File: src/rtl/sar_pkg.sv
// Shared encodings for the successive-approximation search controller:
// FSM state codes and the one-hot {greater,equal,less} flag patterns.
package sar_pkg;

    localparam logic [1:0] ST_IDLE   = 2'd0;
    localparam logic [1:0] ST_PROBE  = 2'd1;
    localparam logic [1:0] ST_VERIFY = 2'd2;
    localparam logic [1:0] ST_DONE   = 2'd3;

    typedef enum logic [1:0] {
        IDLE   = ST_IDLE,
        PROBE  = ST_PROBE,
        VERIFY = ST_VERIFY,
        DONE   = ST_DONE
    } sar_state_t;

    localparam logic [2:0] FLAG_GT = 3'b100;
    localparam logic [2:0] FLAG_EQ = 3'b010;
    localparam logic [2:0] FLAG_LT = 3'b001;

endpackage

File: src/rtl/sar_search_ctrl.sv
// MSB-first binary search controller driving an external magnitude comparator
// (A = trial, B = unknown target) and recovering the target from its flags.
module sar_search_ctrl
    import sar_pkg::*;
#(
    parameter int WIDTH = 4
) (
    input  logic             clk,
    input  logic             rst,
    input  logic             start,
    input  logic             greater,
    input  logic             equal,
    input  logic             less,
    output logic             cmp_en,
    output logic [WIDTH-1:0] trial,
    output logic             busy,
    output logic             done,
    output logic [WIDTH-1:0] result,
    output logic             found,
    output logic             err
);

    localparam logic [WIDTH-1:0] MSB = {1'b1, {(WIDTH-1){1'b0}}};

    sar_state_t       state;
    logic [WIDTH-1:0] mask;
    logic [2:0]       flags;
    logic             flags_ok;
    logic [WIDTH-1:0] next_mask;
    logic [WIDTH-1:0] next_trial;

    // When mask was bit 0 the shifted mask is zero, so next_trial is simply
    // the decided value that VERIFY must confirm.
    always_comb begin
        flags      = {greater, equal, less};
        flags_ok   = (flags == FLAG_GT) || (flags == FLAG_EQ) || (flags == FLAG_LT);
        next_mask  = mask >> 1;
        next_trial = (greater ? (trial & ~mask) : trial) | next_mask;
    end

    always_ff @(posedge clk) begin
        if (rst) begin
            state  <= IDLE;
            mask   <= '0;
            cmp_en <= 1'b0;
            trial  <= '0;
            busy   <= 1'b0;
            done   <= 1'b0;
            result <= '0;
            found  <= 1'b0;
            err    <= 1'b0;
        end else begin
            done <= 1'b0;
            case (state)
                IDLE: begin
                    if (start) begin
                        trial  <= MSB;
                        mask   <= MSB;
                        busy   <= 1'b1;
                        cmp_en <= 1'b1;
                        result <= '0;
                        found  <= 1'b0;
                        err    <= 1'b0;
                        state  <= PROBE;
                    end else begin
                        trial  <= '0;
                        cmp_en <= 1'b0;
                    end
                end
                PROBE: begin
                    if (!flags_ok || equal) begin
                        err    <= !flags_ok;
                        found  <= flags_ok;
                        result <= trial;
                        done   <= 1'b1;
                        busy   <= 1'b0;
                        cmp_en <= 1'b0;
                        state  <= DONE;
                    end else begin
                        trial <= next_trial;
                        mask  <= next_mask;
                        if (next_mask == '0) begin
                            state <= VERIFY;
                        end
                    end
                end
                VERIFY: begin
                    err    <= !flags_ok;
                    found  <= flags_ok && equal;
                    result <= trial;
                    done   <= 1'b1;
                    busy   <= 1'b0;
                    cmp_en <= 1'b0;
                    state  <= DONE;
                end
                DONE: begin
                    state <= IDLE;
                end
                default: begin
                    state <= IDLE;
                end
            endcase
        end
    end

endmodule

File: config.mk
export PLATFORM = sky130hd
export DESIGN_NAME = sar_search_ctrl
export DESIGN_NICKNAME = d
export VERILOG_FILES = /design/src/rtl/sar_pkg.sv /design/src/rtl/sar_search_ctrl.sv
export SDC_FILE = /design/constraint.sdc
export NUM_CORES = 1
export LEC_CHECK = 0
export ABC_CLOCK_PERIOD_IN_PS = 1600
export BUFFER_PORTS_ARGS = -buffer_cell sky130_fd_sc_hd__clkbuf_2
export CORE_ASPECT_RATIO = 1.1
export CORE_MARGIN = 2
export CORE_UTILIZATION = 47
export CTS_CLUSTER_DIAMETER = 30
export CTS_CLUSTER_SIZE = 12
export DETAILED_ROUTE_END_ITERATION = 10
export PLACE_DENSITY_LB_ADDON = 0.12
export SLEW_MARGIN = 10
export SYNTH_ARGS = -nofsm -noshare
export SYNTH_HDL_FRONTEND = slang
export SYNTH_SLANG_ARGS = --single-unit
File: constraint.sdc
create_clock -name clk -period 1.6 [get_ports clk]
set_input_delay 0.16 -clock clk [delete_from_list [all_inputs] [get_ports clk]]
set_output_delay 0.16 -clock clk [all_outputs]
set_load 0.01 [all_outputs]
==> metrics.txt <==
# TYPE chip_impl_metric gauge
chip_impl_metric{name="maxClockFrequency",unit="MHz"} 646
chip_impl_metric{name="synth.avg_cell_area",unit="um^2"} 9.20
chip_impl_metric{name="worst-path-max-fanout",unit=""} 8
chip_impl_metric{name="totalWireLength",unit="um"} 2090
chip_impl_info{name="min-delay-path-class",value="in -> reg"} 1
chip_impl_metric{name="power.internal",unit="W"} 0.00107
chip_impl_info{name="outcome",value="finished clean"} 1
chip_impl_metric{name="floorplan.initialDensity",unit="%"} 48.4
chip_impl_metric{name="finalMaxSlewViolations",unit=""} 0
chip_impl_info{name="most_used_dff_post_synth",value="dfxtp_1"} 1
chip_impl_metric{name="yosysSeqAreaShare",unit="%"} 40.2
chip_impl_metric{name="layout_setup_ws",unit="ns"} 0.0527
chip_impl_info{name="ys_top_cells_by_count",value="19 x dfxtp_1, 12 x a21oi_1, 8 x nand2_1"} 1
chip_impl_metric{name="horizontal_die_dimension",unit="um"} 46.8
chip_impl_metric{name="max-clock-path-buffers",unit=""} 2
chip_impl_metric{name="synth.lib_cells_used.distinct",unit=""} 34
chip_impl_metric{name="holdBufCountCts",unit=""} 0
chip_impl_metric{name="critical_path_arrival",unit="ns"} 1.79
chip_impl_info{name="synth_area_leaders",value="dfxtp_1 40%, a21oi_1 6.3%, ha_1 5.3%, a32o_1 3.2%, o21ai_0 3.2%"} 1
chip_impl_metric{name="synth_async_sr_flop_share",unit="%"} 0
chip_impl_metric{name="power.leakage",unit="nW"} 0.450
chip_impl_metric{name="diodes",unit=""} 0
chip_impl_metric{name="die-height",unit="um"} 51.1
chip_impl_metric{name="comb_power_share",unit="%"} 52.9
chip_impl_info{name="endpoint_kind",value="flip-flop"} 1
chip_impl_info{name="crit_path_cell_trace",value="inv_1 > ha_1 > buf_4 > and4bb_2 > a221o_1 > a21oi_1"} 1
chip_impl_metric{name="drt-wirelength-per-cell",unit="um"} 13.5
chip_impl_info{name="synth_top_family_by_area",value="compound AO/OA/AOI/OAI gates"} 1
chip_impl_metric{name="detailedPlacementHpwl",unit="um"} 1550
chip_impl_metric{name="area_fraction_in_and_or_nand_and_nor_cells_after_synthesis",unit="%"} 16.9
chip_impl_metric{name="yosysTopAreaCellShare",unit="%"} 40.2
chip_impl_metric{name="yosys.area_share.adder",unit="%"} 5.28
chip_impl_info{name="rsz0062_at_grt",value="false"} 1
chip_impl_metric{name="number_of_global_route_vias_before_repair",unit=""} 784
chip_impl_metric{name="ctsHtreeMaxLevel",unit=""} 1
chip_impl_metric{name="yosys_warnings",unit=""} 0
chip_impl_metric{name="netlist_area_before_placement",unit="um^2"} 947
chip_impl_metric{name="max_cap_viols",unit=""} 0
chip_impl_metric{name="multiplexer_share_of_the_synthesized_area",unit="%"} 2.11
chip_impl_metric{name="setup_failing_eps_final",unit=""} 0
chip_impl_metric{name="fillerInstances",unit=""} 184
chip_impl_info{name="synthMostInstantiatedCell",value="dfxtp_1"} 1
chip_impl_info{name="worst_path_max_delay_cell",value="dfxtp_2"} 1
chip_impl_metric{name="die_area",unit="um^2"} 2390
chip_impl_metric{name="antenna_violations_before_repair",unit=""} 0
chip_impl_metric{name="finalHoldViolCount",unit=""} 0
chip_impl_info{name="critPathTopFamily",value="compound AO/OA/AOI/OAI gates"} 1
chip_impl_metric{name="core.rowCount",unit=""} 17
chip_impl_metric{name="layout.nets",unit=""} 137
chip_impl_info{name="post-synth-top-area-cell",value="dfxtp_1"} 1
chip_impl_metric{name="fraction_of_power_spent_switching_nets",unit="%"} 43.1
chip_impl_metric{name="via_count",unit=""} 840
chip_impl_metric{name="post-route-min-period",unit="ns"} 1.55
chip_impl_metric{name="critical_path.n_buffers_inverters",unit=""} 2
chip_impl_metric{name="final_antenna_net_count",unit=""} 0
chip_impl_metric{name="yosys.area_share.xor_xnor",unit="%"} 3.83
chip_impl_metric{name="finalCoreUtilization",unit="%"} 58.1
chip_impl_metric{name="grt_start_max_net_pins",unit=""} 20
chip_impl_metric{name="power_density",unit="nW/um^2"} 1650
chip_impl_metric{name="cp.required",unit="ns"} 1.84
chip_impl_info{name="cts_tree",value="done"} 1
chip_impl_metric{name="total_clock_sinks",unit=""} 19
chip_impl_metric{name="pin_count",unit=""} 19
chip_impl_metric{name="buffers_added_on_ports",unit=""} 18
chip_impl_metric{name="clk_transition_reported_paths",unit="ns"} 0.11
chip_impl_metric{name="gr-total-overflow",unit=""} 0
chip_impl_metric{name="routabilityCongestion",unit=""} 0.801
chip_impl_metric{name="power_frac_clock",unit="%"} 13.4
chip_impl_metric{name="cts_inserted_buffers",unit=""} 3
chip_impl_metric{name="clkLatencyLatePin",unit="ns"} 0.31
chip_impl_metric{name="sequential_group_share_of_total_power",unit="%"} 33.7
chip_impl_metric{name="global_route_wire_length_before_repair",unit="um"} 3480
chip_impl_metric{name="flow.area_growth_from_synthesis",unit="%"} 19.9
chip_impl_metric{name="power",unit="W"} 0.00188
chip_impl_metric{name="syn_inst",unit=""} 103
chip_impl_metric{name="slew_headroom",unit="%"} 71.3
chip_impl_info{name="setup.worst_path.start_class",value="flip-flop"} 1
chip_impl_metric{name="drt_iter0_markers",unit=""} 7
chip_impl_metric{name="track_usage",unit="%"} 20.1
chip_impl_info{name="crit_type",value="reg -> reg"} 1
chip_impl_metric{name="share_of_the_clock_period_used_by_the_worst_path_after_layout",unit="%"} 96.7
chip_impl_metric{name="fin_skew",unit="ns"} 0.00241
chip_impl_metric{name="pre_cts_ws",unit="ns"} 0.0344
chip_impl_metric{name="worst_slew_pin_slew",unit="ns"} 0.426
chip_impl_metric{name="drc_errors",unit=""} 0
chip_impl_metric{name="mappedNetlistNets",unit=""} 113
chip_impl_info{name="cts_root_buffer",value="clkbuf_4"} 1
chip_impl_metric{name="drtPass1Iterations",unit=""} 4
chip_impl_metric{name="drt-vias-per-instance",unit=""} 5.45
chip_impl_metric{name="layout-drive-gt1-share",unit="%"} 31.0
chip_impl_metric{name="synth_enable_flop_cells",unit=""} 0
chip_impl_metric{name="placeableCoreArea",unit="um^2"} 1960
chip_impl_metric{name="ir_worst_vdd",unit="V"} 0.00138
chip_impl_metric{name="fraction_of_the_mapped_netlist_area_in_compound_gates",unit="%"} 26.4
chip_impl_metric{name="critical_path_s_largest_stage_delay",unit="ns"} 0.37
chip_impl_metric{name="finalSetupTns",unit="ns"} 0
chip_impl_metric{name="synth-seq-cells",unit=""} 19
chip_impl_metric{name="switching_power",unit="W"} 0.000809
## kinds of logic (layout without fill, tap and decap cells)
logic type	Yosys count	in the layout
DFF	19	19
xor gates and xnor gates	2	2
adders and majority gates	4	4
muxes	2	2
and+or+nand+nor	31	31
AOI/OAI and AO/OA	33	33
buffers and inverters	12	35
## power by group through the flow
stage	registers (W)	logic, W	clock network, W
floorplan	0.000651	0.000627	0
global placement	0.000635	0.000959	0
detailed placement	0.000640	0.000960	0
CTS	0.000630	0.000966	0.000257
global route	0.000643	0.00110	0.000276
finish	0.000632	0.000993	0.000251
## timing repair
action | 4_1_cts | 5_1_grt
gates resized for setup | 0 | 3
setup endpoints to repair | 0 | 10
buffers inserted | 0 | 1
## placed cells by master, fill, tap and decap left out
cell type	count
buf_4	7
mux2i_1	2
nand4_1	3
a21bo_2	1
xnor2_1	1
o211ai_4	1
a211oi_1	1
nand3b_1	1
clkbuf_4	3
a221o_1	1
o41ai_2	1
nand2_1	8
nand2b_1	1
inv_1	6
and4bb_2	1
nor2_1	5
nor3_1	4
o31a_2	1
clkinv_2	1
o31ai_4	1
clkbuf_2	18
o211a_1	1
o21a_1	1
or3b_2	1
dfxtp_2	1
dfxtp_1	18
a32o_1	3
o21ai_0	6
a31oi_1	1
o2111ai_1	2
nor4_1	1
a21oi_1	12
nand3_1	5
nand2b_2	1
xnor2_4	1
ha_1	4
## registers in the layout, indices dropped and copies added, names as in the netlist
signal,count
mask,4
result,4
trial,4
state,2
busy,1
cmp_en,1
done,1
err,1
found,1
## worst register-to-register path: cells and delay by family, from the launching register on
kind,cells,cell delay (ns)
buffers and inverters,2,0.22
and+or+nand+nor,1,0.26
AOI/OAI and AO/OA,2,0.46
DFF,1,0.37
adders and majority gates,1,0.18
## cell type report
type / instances / area [um^2] / share of cell area, %
inverter: 6 / 22.5 / 1.98
clock inverter: 1 / 5.00 / 0.441
clock buffer: 3 / 22.5 / 1.98
tap: 28 / 35.0 / 3.08
timing repair buffer: 25 / 143 / 12.6
multi-input combinational: 72 / 527 / 46.4
sequential: 19 / 382 / 33.6
## path summary, 6_finish.rpt
kind / startpoint / end / slack, ns / depth (start not counted)
min reg2reg: result[1]$_SDFFE_PP0P_ / result[1]$_SDFFE_PP0P_ / 0.46 / 2
max: state[1]$_SDFFE_PP0P_ / trial[3]$_SDFFE_PP0P_ / 0.05 / 6
max reg2reg: state[1]$_SDFFE_PP0P_ / trial[3]$_SDFFE_PP0P_ / 0.05 / 6
min: start / cmp_en$_SDFFE_PP0P_ / 0.13 / 3
## layer usage
layer	share of wire [%]	vias to the layer above	global-route usage [%]
li1	-	424	-
met1	48	386	27.8
met2	46	25	29.9
met3	4.6	5	4.24
met4	1.8	0	8.33
met5	0	-	0
## per-stage QoR
stage                     instances  hold slack (ns)  area [um^2]
final                           154            0.134         1140
after global routing            154            0.157         1140
after CTS                       153            0.131         1120
after detailed placement        149            0.448         1090
after global placement          149            0.439         1090
after floorplan                 103            0.324          947
(Power assumes the default switching activity.)
